`src/rtl/exu_alu_cmt_pipe.sv`:
```
// exu_alu_cmt_pipe
//   Producer side of the ALU-to-commit handshake. ALU results are registered into a
//   two-entry skid buffer (main + skid). The main entry drives the commit channel.
//   Upstream ready depends only on flops. An accepted ebreak fences further input
//   until commit flushes. Committed instructions are counted.
//
// Optional feature macro: EXU_CMT_EBREAK_FENCE_EN (enables the ebreak fence).
//
// Ports:
//   clk, rst            clock, asynchronous active-low reset
//   flush_i             commit trap; clears buffered entries and the fence
//   alu_i_*             ALU result channel (valid/ready plus fields)
//   alu_cmt_o_*         commit channel (valid/ready plus fields of the head entry)
//   fence_o             ebreak fence active
//   cmt_cnt             output beats since reset, wraps silently

`ifndef PC_SIZE
`define PC_SIZE 32
`endif
`ifndef INSTR_SIZE
`define INSTR_SIZE 32
`endif
`ifndef XLEN
`define XLEN 32
`endif

module exu_alu_cmt_pipe #(
   parameter int unsigned PC_W    = `PC_SIZE,
   parameter int unsigned INSTR_W = `INSTR_SIZE,
   parameter int unsigned XLEN    = `XLEN
) (
   input  logic               clk,
   input  logic               rst,
   input  logic               flush_i,
   input  logic               alu_i_valid,
   output logic               alu_i_ready,
   input  logic [PC_W-1:0]    alu_i_pc,
   input  logic [INSTR_W-1:0] alu_i_instr,
   input  logic               alu_i_pc_vld,
   input  logic [XLEN-1:0]    alu_i_imm,
   input  logic               alu_i_bjp,
   input  logic               alu_i_ebreak,
   input  logic               alu_i_bjp_prdt,
   input  logic               alu_i_ld,
   input  logic               alu_i_stamo,
   output logic               alu_cmt_o_valid,
   input  logic               alu_cmt_o_ready,
   output logic [PC_W-1:0]    alu_cmt_o_pc,
   output logic [INSTR_W-1:0] alu_cmt_o_instr,
   output logic               alu_cmt_o_pc_vld,
   output logic [XLEN-1:0]    alu_cmt_o_imm,
   output logic               alu_cmt_o_bjp,
   output logic               alu_cmt_o_ebreak,
   output logic               alu_cmt_o_bjp_prdt,
   output logic               alu_cmt_o_ld,
   output logic               alu_cmt_o_stamo,
   output logic               fence_o,
   output logic [XLEN-1:0]    cmt_cnt
);

   typedef struct packed {
      logic [PC_W-1:0]    pc;
      logic [INSTR_W-1:0] instr;
      logic               pc_vld;
      logic [XLEN-1:0]    imm;
      logic               bjp;
      logic               ebreak;
      logic               bjp_prdt;
      logic               ld;
      logic               stamo;
   } entry_t;

   entry_t            in_ent;
   entry_t            main_q, main_d;
   entry_t            skid_q, skid_d;
   logic              main_vld_q, main_vld_d;
   logic              skid_vld_q, skid_vld_d;
   logic [XLEN-1:0]   cnt_q, cnt_d;
   logic              fence;
   logic              in_beat;
   logic              out_beat;

   assign in_ent = '{pc: alu_i_pc, instr: alu_i_instr, pc_vld: alu_i_pc_vld, imm: alu_i_imm,
                     bjp: alu_i_bjp, ebreak: alu_i_ebreak, bjp_prdt: alu_i_bjp_prdt,
                     ld: alu_i_ld, stamo: alu_i_stamo};

   // Ready is a function of flops only, so it never depends on commit ready.
   assign alu_i_ready = ~skid_vld_q & ~fence;
   assign in_beat     = alu_i_valid & alu_i_ready;
   assign out_beat    = main_vld_q & alu_cmt_o_ready;

`ifdef EXU_CMT_EBREAK_FENCE_EN
   logic fence_q, fence_d;

   always_comb begin
      fence_d = fence_q | (in_beat & alu_i_ebreak);
      if (flush_i) begin
         fence_d = 1'b0;
      end
   end

   always_ff @(posedge clk or negedge rst) begin
      if (!rst) begin
         fence_q <= 1'b0;
      end else begin
         fence_q <= fence_d;
      end
   end

   assign fence = fence_q;
`else
   assign fence = 1'b0;
`endif

   always_comb begin
      main_d     = main_q;
      skid_d     = skid_q;
      main_vld_d = main_vld_q;
      skid_vld_d = skid_vld_q;
      // An output beat in a flush cycle still completes, so the count is unconditional.
      cnt_d      = cnt_q + XLEN'(out_beat);
      if (flush_i) begin
         main_vld_d = 1'b0;
         skid_vld_d = 1'b0;
      end else if (skid_vld_q) begin
         // Full: only draining is possible; skid moves up to keep order.
         if (out_beat) begin
            main_d     = skid_q;
            skid_vld_d = 1'b0;
         end
      end else if (main_vld_q) begin
         if (in_beat && out_beat) begin
            main_d = in_ent;
         end else if (in_beat) begin
            skid_d     = in_ent;
            skid_vld_d = 1'b1;
         end else if (out_beat) begin
            main_vld_d = 1'b0;
         end
      end else if (in_beat) begin
         main_d     = in_ent;
         main_vld_d = 1'b1;
      end
   end

   always_ff @(posedge clk or negedge rst) begin
      if (!rst) begin
         main_q     <= '0;
         skid_q     <= '0;
         main_vld_q <= 1'b0;
         skid_vld_q <= 1'b0;
         cnt_q      <= '0;
      end else begin
         main_q     <= main_d;
         skid_q     <= skid_d;
         main_vld_q <= main_vld_d;
         skid_vld_q <= skid_vld_d;
         cnt_q      <= cnt_d;
      end
   end

   assign alu_cmt_o_valid    = main_vld_q;
   assign alu_cmt_o_pc       = main_q.pc;
   assign alu_cmt_o_instr    = main_q.instr;
   assign alu_cmt_o_pc_vld   = main_q.pc_vld;
   assign alu_cmt_o_imm      = main_q.imm;
   assign alu_cmt_o_bjp      = main_q.bjp;
   assign alu_cmt_o_ebreak   = main_q.ebreak;
   assign alu_cmt_o_bjp_prdt = main_q.bjp_prdt;
   assign alu_cmt_o_ld       = main_q.ld;
   assign alu_cmt_o_stamo    = main_q.stamo;
   assign fence_o            = fence;
   assign cmt_cnt            = cnt_q;

endmodule
```
`config.mk`:
```
export PLATFORM = sky130hd
export DESIGN_NAME = exu_alu_cmt_pipe
export DESIGN_NICKNAME = d
export VERILOG_FILES = /design/src/rtl/exu_alu_cmt_pipe.sv
export SDC_FILE = /design/constraint.sdc
export NUM_CORES = 1
export LEC_CHECK = 0
export ABC_AREA = 1
export BUFFER_PORTS_ARGS = -buffer_cell sky130_fd_sc_hd__buf_2
export CAP_MARGIN = 0
export CORE_ASPECT_RATIO = 0.6
export CORE_UTILIZATION = 49
export CTS_CLUSTER_SIZE = 12
export DETAILED_ROUTE_END_ITERATION = 8
export GPL_TIMING_DRIVEN = 0
export HOLD_SLACK_MARGIN = 0.05
export PLACE_DENSITY_LB_ADDON = 0.08
export RECOVER_POWER = 25
export SYNTH_ARGS = -nofsm -noshare
export SYNTH_HDL_FRONTEND = slang
export SYNTH_SLANG_ARGS = --single-unit
```
`constraint.sdc`:
```
create_clock -name clk -period 1.8 [get_ports clk]
set_input_delay 0.09 -clock clk [delete_from_list [all_inputs] [get_ports clk]]
set_output_delay 0.09 -clock clk [all_outputs]
set_load 0.01 [all_outputs]
```
==> impl_metrics.tcl, run 1 <==
set metrics [dict create \
    use_met2 0.391 \
    avgRoutedWirePerCell_um 15.8 \
    cts_tree "built" \
    synth_top_area_share 0.534 \
    max_freq_mhz 586 \
    crit_fanout 10 \
    port_buffers 242 \
    multi_input_area_um2 4280 \
    grt_util_met1 0.458 \
    cp.buffers_inverters 4 \
    wl_um 32100 \
    powerDensity_nw_per_um2 1050 \
    ctsLongestPathBuffers 3 \
    drt_iter0_drc 705 \
    layout_min_cycle_time_ns 1.71 \
    p_sw_mw 4.67 \
    synthMuxAreaShare 0 \
    leakage_nw 7.74 \
    synth_compound_area_frac 0.114 \
    start_util 0.503 \
    final_core_util 0.662 \
    cap_violations 0 \
    hold_viol 0 \
    worstPathCellList "buf_6 > buf_6 > a21oi_4 > buf_4 > buf_2 > nand3_1 > nand2_1" \
    p_sw_frac 0.304 \
    drv_slew 0 \
    critPathRequiredTime_ns 2.25 \
    hold_depth 4 \
    overflow 0 \
    fp.dieH_um 119 \
    rsz0062_at_grt "false" \
    place_congestion 0.989 \
    critPathCaptureType "register" \
    antenna_cells 0 \
    die_area_um2 23400 \
    ioPinCount 244 \
    worst_r2r_endpoint "alu_cmt_o_pc[10]" \
    crit_arrival_ns 2.15 \
    syn_area_per_cell_um2 8.32 \
    tns_ns 0 \
    cts_made_buffers 24 \
    coreArea_um2 22200 \
    drc 0 \
    hp-class "in2reg" \
    crit_top_cell "buf_6" \
    regArea_um2 5960 \
    grt_antenna_before_repair 0 \
    htreeDepth 1 \
    finClkSkew_ns 0.00846 \
    yosysTopAreaCell "dfrtp_1" \
    p_total_mw 15.4 \
    ys.warnings.count 0 \
    clkTransAtPathRegs_ns 0.06 \
    synthSimpleGateAreaFrac 0.245 \
    min_from "alu_i_imm[31]" \
    clock_latency_ns 0.51 \
    floorplan.rows 42 \
    die_w_um 197 \
    dp_hpwl_um 22000 \
    power_frac_seq 0.473 \
    vias_per_cell 5.00 \
    p_comb_frac 0.223 \
    synth_xor_area_frac 0.0118 \
    rr_startpoint "skid_vld_q" \
    ys_ff_latch 238 \
    cpLargestDelayFamily "buffers and inverters" \
    ys_top_cells_by_area "dfrtp_1, nand2_1, nand3_1" \
    final_antenna_net_count 0 \
    netlist_area_um2 11200 \
    whs_ns 0.375 \
    grt_pass1_wl_um 51700 \
    synth_nets 1451 \
    reg2regPathDepth 7 \
    reg2reg_slack_ns 0.09 \
    slowest_stage "dfrtp_1" \
    area_delta_synth_final_pct 31.7 \
    period_share 0.948 \
    cts.sinks 238 \
    fillers 1887 \
    use_met3 0.0399 \
    nNetsFinal 1831 \
    seq_area_frac_synth 0.534 \
    first_global_vias 9688 \
    busiest_layer "met1" \
    route.vias.total 10200 \
    grt_max_degree 120 \
    pwr-share-clk 0.304 \
    clockRootBuffer "clkbuf_16" \
    slowest_delay_ns 0.37 \
    track_usage 0.280 \
    postSynthCellCount 1341 \
    dr.pass1.iters 5 \
    p_int_mw 10.7 \
    ir_drop_v 0.000716 \
    ys_types 25 \
    status "complete, no violations" \
    synth-adder-area-share 0.00337 \
    worstMarginPinSlew_ns 1.32 \
    relSlewSlack 0.118 \
    holdPathEnd "skid_q[36]" \
    crit_type "reg2reg" \
    setup_violations 0 \
    layout-drive-gt1-share 0.243 \
    start_kind "register" \
    synth_top_family_by_area "simple AND/OR/NAND/NOR gates" \
]
==> how the worst max path moves through the flow <==
stage | from | to | slack (ns) | depth (start not counted)
after floorplan | alu_cmt_o_valid | cmt_cnt[24] | -0.004 | 11
after global placement | rst | alu_cmt_o_valid | -4.23 | 1
after detailed placement | alu_cmt_o_valid | cmt_cnt[23] | -0.55 | 10
after CTS | alu_cmt_o_valid | cmt_cnt[20] | 0.007 | 11
after global routing | skid_vld_q | alu_cmt_o_pc[10] | 0.001 | 7
final | skid_vld_q | alu_cmt_o_pc[10] | 0.09 | 7
==> cells in the final DEF, fill, tap and decap left out <==
cell type and count:
nand2_2 5, a21oi_1 1, buf_4 5, o21ai_0 105, o21ai_2 60, inv_6 1
nand3b_1 8, inv_1 122, dlygate4sd3_1 107, nand2_1 504, ha_4 2, nor2_4 8
buf_2 263, o21ai_1 40, nand4_4 1, buf_1 2, xnor2_1 4, clkbuf_8 4
clkbuf_4 6, nor2_2 1, conb_1 1, buf_6 30, nand2_4 2, dfrtp_2 1
clkbuf_2 4, dfrtp_1 237, ha_1 1, clkbuf_1 22, a21oi_4 1, inv_2 1
nand3_1 109, clkbuf_16 25, nor2_1 35, nor3_1 1, xor2_1 11
==> per-layer routing <==
metal  vias up  part of all wire
li1       4979                 -
met4         0             0.017
met3        40             0.067
met1      4826              0.50
met5         -                 0
met2       344              0.41
==> through the flow <==
stage	instance area, µm²	cells	setup WS, ns
floorplan	11200	1341	-0.00426
global placement	12800	1891	-4.23
detailed placement	12800	1893	-0.548
CTS	14700	2038	0.00679
global route	14700	2038	0.00144
finish	14700	2038	0.0940
==> worst reg2reg max path: stages, from the launching register on <==
cell     delay (ns)
dfrtp_1        0.37
buf_6          0.16
buf_6          0.17
a21oi_4        0.21
buf_4          0.26
buf_2          0.27
nand3_1        0.12
nand2_1        0.09
==> state kept, by name, indices dropped and copies added, names as in the netlist <==
register	count
skid_q	102
alu_cmt_o_imm	32
alu_cmt_o_instr	32
alu_cmt_o_pc	32
cmt_cnt	32
alu_cmt_o_bjp	1
alu_cmt_o_bjp_prdt	1
alu_cmt_o_ebreak	1
alu_cmt_o_ld	1
alu_cmt_o_pc_vld	1
alu_cmt_o_stamo	1
alu_cmt_o_valid	1
skid_vld_q	1
==> kinds of logic (layout without fill, tap and decap cells) <==
family / after synthesis / in the layout
simple gates: 674 / 674
flops: 238 / 238
compound gates: 207 / 207
buf+inv: 203 / 592
xor+xnor: 15 / 15
fa+ha+maj: 3 / 3
other cells: 1 / 1
==> synth_stat cells (all sizes together) <==
master,instances
a21oi,2
buf,61
clkbuf,18
conb,1
dfrtp,238
ha,3
inv,124
nand2,511
nand3,109
nand3b,8
nand4,1
nor2,44
nor3,1
o21ai,205
xnor2,4
xor2,11
==> power groups by stage <==
stage                     Sequential (mW)  Combinational (mW)  Clock, mW
after floorplan                      7.49                1.67          0
after global routing                 7.40                3.85       4.99
after global placement               7.28                3.13          0
after detailed placement             7.30                3.23          0
final                                7.26                3.43       4.67
after CTS                            7.22                3.45       4.76
==> area by class of cell <==
type,instances,area share
repair buffers,354,0.158
clock buffers,35,0.0479
flip-flops and latches,238,0.406
multi-input cells,900,0.291
plain buffers,79,0.0392
inverters,124,0.0320
well taps,308,0.0262
==> repair_timing <==
action,CTS,global route
cloned,0,0
gates resized for setup,17,21
hold buffers,108,0
endpoints found under the hold margin,438,0
pin swaps,3,4
endpoints found under the setup margin,29,49
buffers inserted,2,0
No activity file was read; power rests on OpenSTA's default activity.
==> inputs of run 2 (changes only) <==
--- a/config.mk
+++ b/config.mk
@@ -9,7 +9,7 @@
 export BUFFER_PORTS_ARGS = -buffer_cell sky130_fd_sc_hd__buf_2
 export CAP_MARGIN = 0
 export CORE_ASPECT_RATIO = 0.6
-export CORE_UTILIZATION = 49
+export CORE_UTILIZATION = 55
 export CTS_CLUSTER_SIZE = 12
 export DETAILED_ROUTE_END_ITERATION = 8
 export GPL_TIMING_DRIVEN = 0
==> constraint.sdc (replaced) <==
create_clock -name clk -period 1.83 [get_ports clk]
set_input_delay 0.0915 -clock clk [delete_from_list [all_inputs] [get_ports clk]]
set_output_delay 0.0915 -clock clk [all_outputs]
set_load 0.01 [all_outputs]
==> run 2 against run 1 <==
Clock skew hardly changed. Flip-flop and latch count unchanged. Critical endpoint is now alu_cmt_o_instr[0]. Routed wire length shrank 1.1%. Highest routed layer unchanged. Total power decreased by 2.2%. Largest cell class unchanged. Setup slack barely moved. Die area fell by 11%. Combinational power is 2% lower. Final cell count down 2.2%. Maximum frequency decreased by 1.7%. Clock-buffer cell count shrank 3.
==> impl_metrics.tcl, run 2 (same netlist as run 1, synthesis figures left out) <==
set metrics [dict create \
    htreeDepth 1 \
    first_global_vias 9964 \
    p_total_mw 15.0 \
    cts_tree "built" \
    dpl.cell_count 1851 \
    slowest_delay_ns 0.45 \
    port_buffers 242 \
    rsz0062_at_grt "false" \
    overflow 0 \
    power_frac_seq 0.477 \
    fin_ws_ns 0.0939 \
    cp.buffers_inverters 3 \
    antenna_cells 0 \
    dp_hpwl_um 21000 \
    layout-drive-gt1-share 0.226 \
    relSlewSlack 0.607 \
    cts.sinks 238 \
    clock_latency_ns 0.51 \
    critPathCaptureType "register" \
    worstSetupStartpoint "skid_vld_q" \
    max_freq_mhz 576 \
    vias_per_cell 5.17 \
    hp-class "in2async" \
    rr_startpoint "skid_vld_q" \
    ioPinCount 244 \
    worstMarginPinSlew_ns 0.589 \
    layout_min_cycle_time_ns 1.74 \
    powerDensity_nw_per_um2 1030 \
    largest_reg_flops 102 \
    slowest_stage "clkbuf_1" \
    top_register "skid_q" \
    fin_cells 1994 \
    status "complete, no violations" \
    mostFrequentLayoutCells "nand2_1, buf_2, dfrtp_1" \
    wl_um 31800 \
    leakage_nw 7.67 \
    pwr-share-clk 0.299 \
    setup_violations 0 \
    grt_antenna_before_repair 0 \
    route.vias.total 10300 \
    p_int_mw 10.4 \
    worstPathCellList "buf_6 > buf_6 > clkbuf_1 > nand2_1 > o21ai_0 > nand3_1 > nand2_1" \
    place_congestion 0.900 \
    cts_made_buffers 24 \
    drt_iter0_drc 897 \
    cap_violations 0 \
    crit_arrival_ns 2.18 \
    drc 0 \
    final_antenna_net_count 0 \
    die_area_um2 20900 \
    floorplan.rows 39 \
    dp_slack_ns -0.349 \
    p_sw_mw 4.61 \
    critPathRequiredTime_ns 2.28 \
    fillers 1489 \
    p_comb_frac 0.224 \
    grt_max_degree 112 \
    final_common_cell "nand2_1" \
    coreArea_um2 19400 \
    clkTransAtPathRegs_ns 0.06 \
    hold_viol 0 \
    start_util 0.574 \
    dr.pass1.iters 5 \
    crit_fanout 10 \
    crit_type "reg2reg" \
    finClkSkew_ns 0.00876 \
    ctsLongestPathBuffers 3 \
    nNetsFinal 1831 \
    p_sw_frac 0.307 \
    grt_pass1_wl_um 50700 \
    fp.dieH_um 112 \
    clockRootBuffer "clkbuf_16" \
    ir_drop_v 0.000645 \
    start_kind "register" \
    track_usage 0.308 \
    area_delta_synth_final_pct 30.9 \
    period_share 0.949 \
    whs_ns 0.0819 \
    tns_ns 0 \
    die_w_um 186 \
    drv_slew 0 \
    avgRoutedWirePerCell_um 15.9 \
    cpLargestDelayFamily "buffers and inverters" \
]
run 2: repair_timing:
action | 4_1_cts | 5_1_grt
buffers inserted | 1 | 2
setup endpoints to repair | 18 | 46
hold endpoints to repair | 326 | 0
hold buffers | 107 | 0
gates resized for setup | 15 | 7
pin swaps | 4 | 4
run 2: path summary, 6_finish.rpt:
kind                                      end  slack, ns  cells past startpoint
hold reg to reg             alu_cmt_o_imm[28]       0.46                      2
setup reg to reg           alu_cmt_o_instr[0]       0.09                      7
setup / recovery           alu_cmt_o_instr[0]       0.09                      7
min in group clk                   skid_q[54]       0.38                      4
max in group asynchronous    alu_cmt_o_pc[23]       0.49                      4
hold / removal               alu_cmt_o_imm[6]       0.08                      2
run 2: cell type report:
| type | count | area [µm²] | area share |
|---|---|---|---|
| multi-input combinational | 900 | 4260 | 0.292 |
| clock buffer | 32 | 672 | 0.0460 |
| clock inverter | 1 | 8.76 | 0.000600 |
| buffer | 79 | 562 | 0.0385 |
| timing repair buffer | 354 | 2340 | 0.160 |
| inverter | 124 | 465 | 0.0319 |
| sequential | 238 | 5960 | 0.408 |
| tap | 266 | 333 | 0.0228 |
run 2: metal layers:
metal	routed length, µm	global-route usage
met3	2320	0.0542
met2	13800	0.468
met4	537	0.0536
met1	15100	0.470
met5	0	0
run 2: power by group through the flow:
stage	sequential (mW)	clock, mW	combinational [mW]
2_1_floorplan	7.37	0	1.64
3_3_place_gp	7.16	0	3.06
3_5_place_dp	7.18	0	3.17
4_1_cts	7.12	4.52	3.37
5_1_grt	7.30	4.75	3.78
6_report	7.16	4.49	3.36
run 2: worst reg2reg max path, delay by kind of cell, from the launching register on:
kind | cells | cell delay (ns)
buffers and inverters | 3 | 0.80
DFF | 1 | 0.34
and+or+nand+nor | 3 | 0.33
AOI/OAI and AO/OA | 1 | 0.22
run 2: metrics by stage:
step            util  area, µm²
3_5_place_dp   0.657      12800
2_1_floorplan      -      11200
5_1_grt        0.752      14600
6_report       0.752      14600
3_3_place_gp   0.654      12700
4_1_cts        0.751      14600
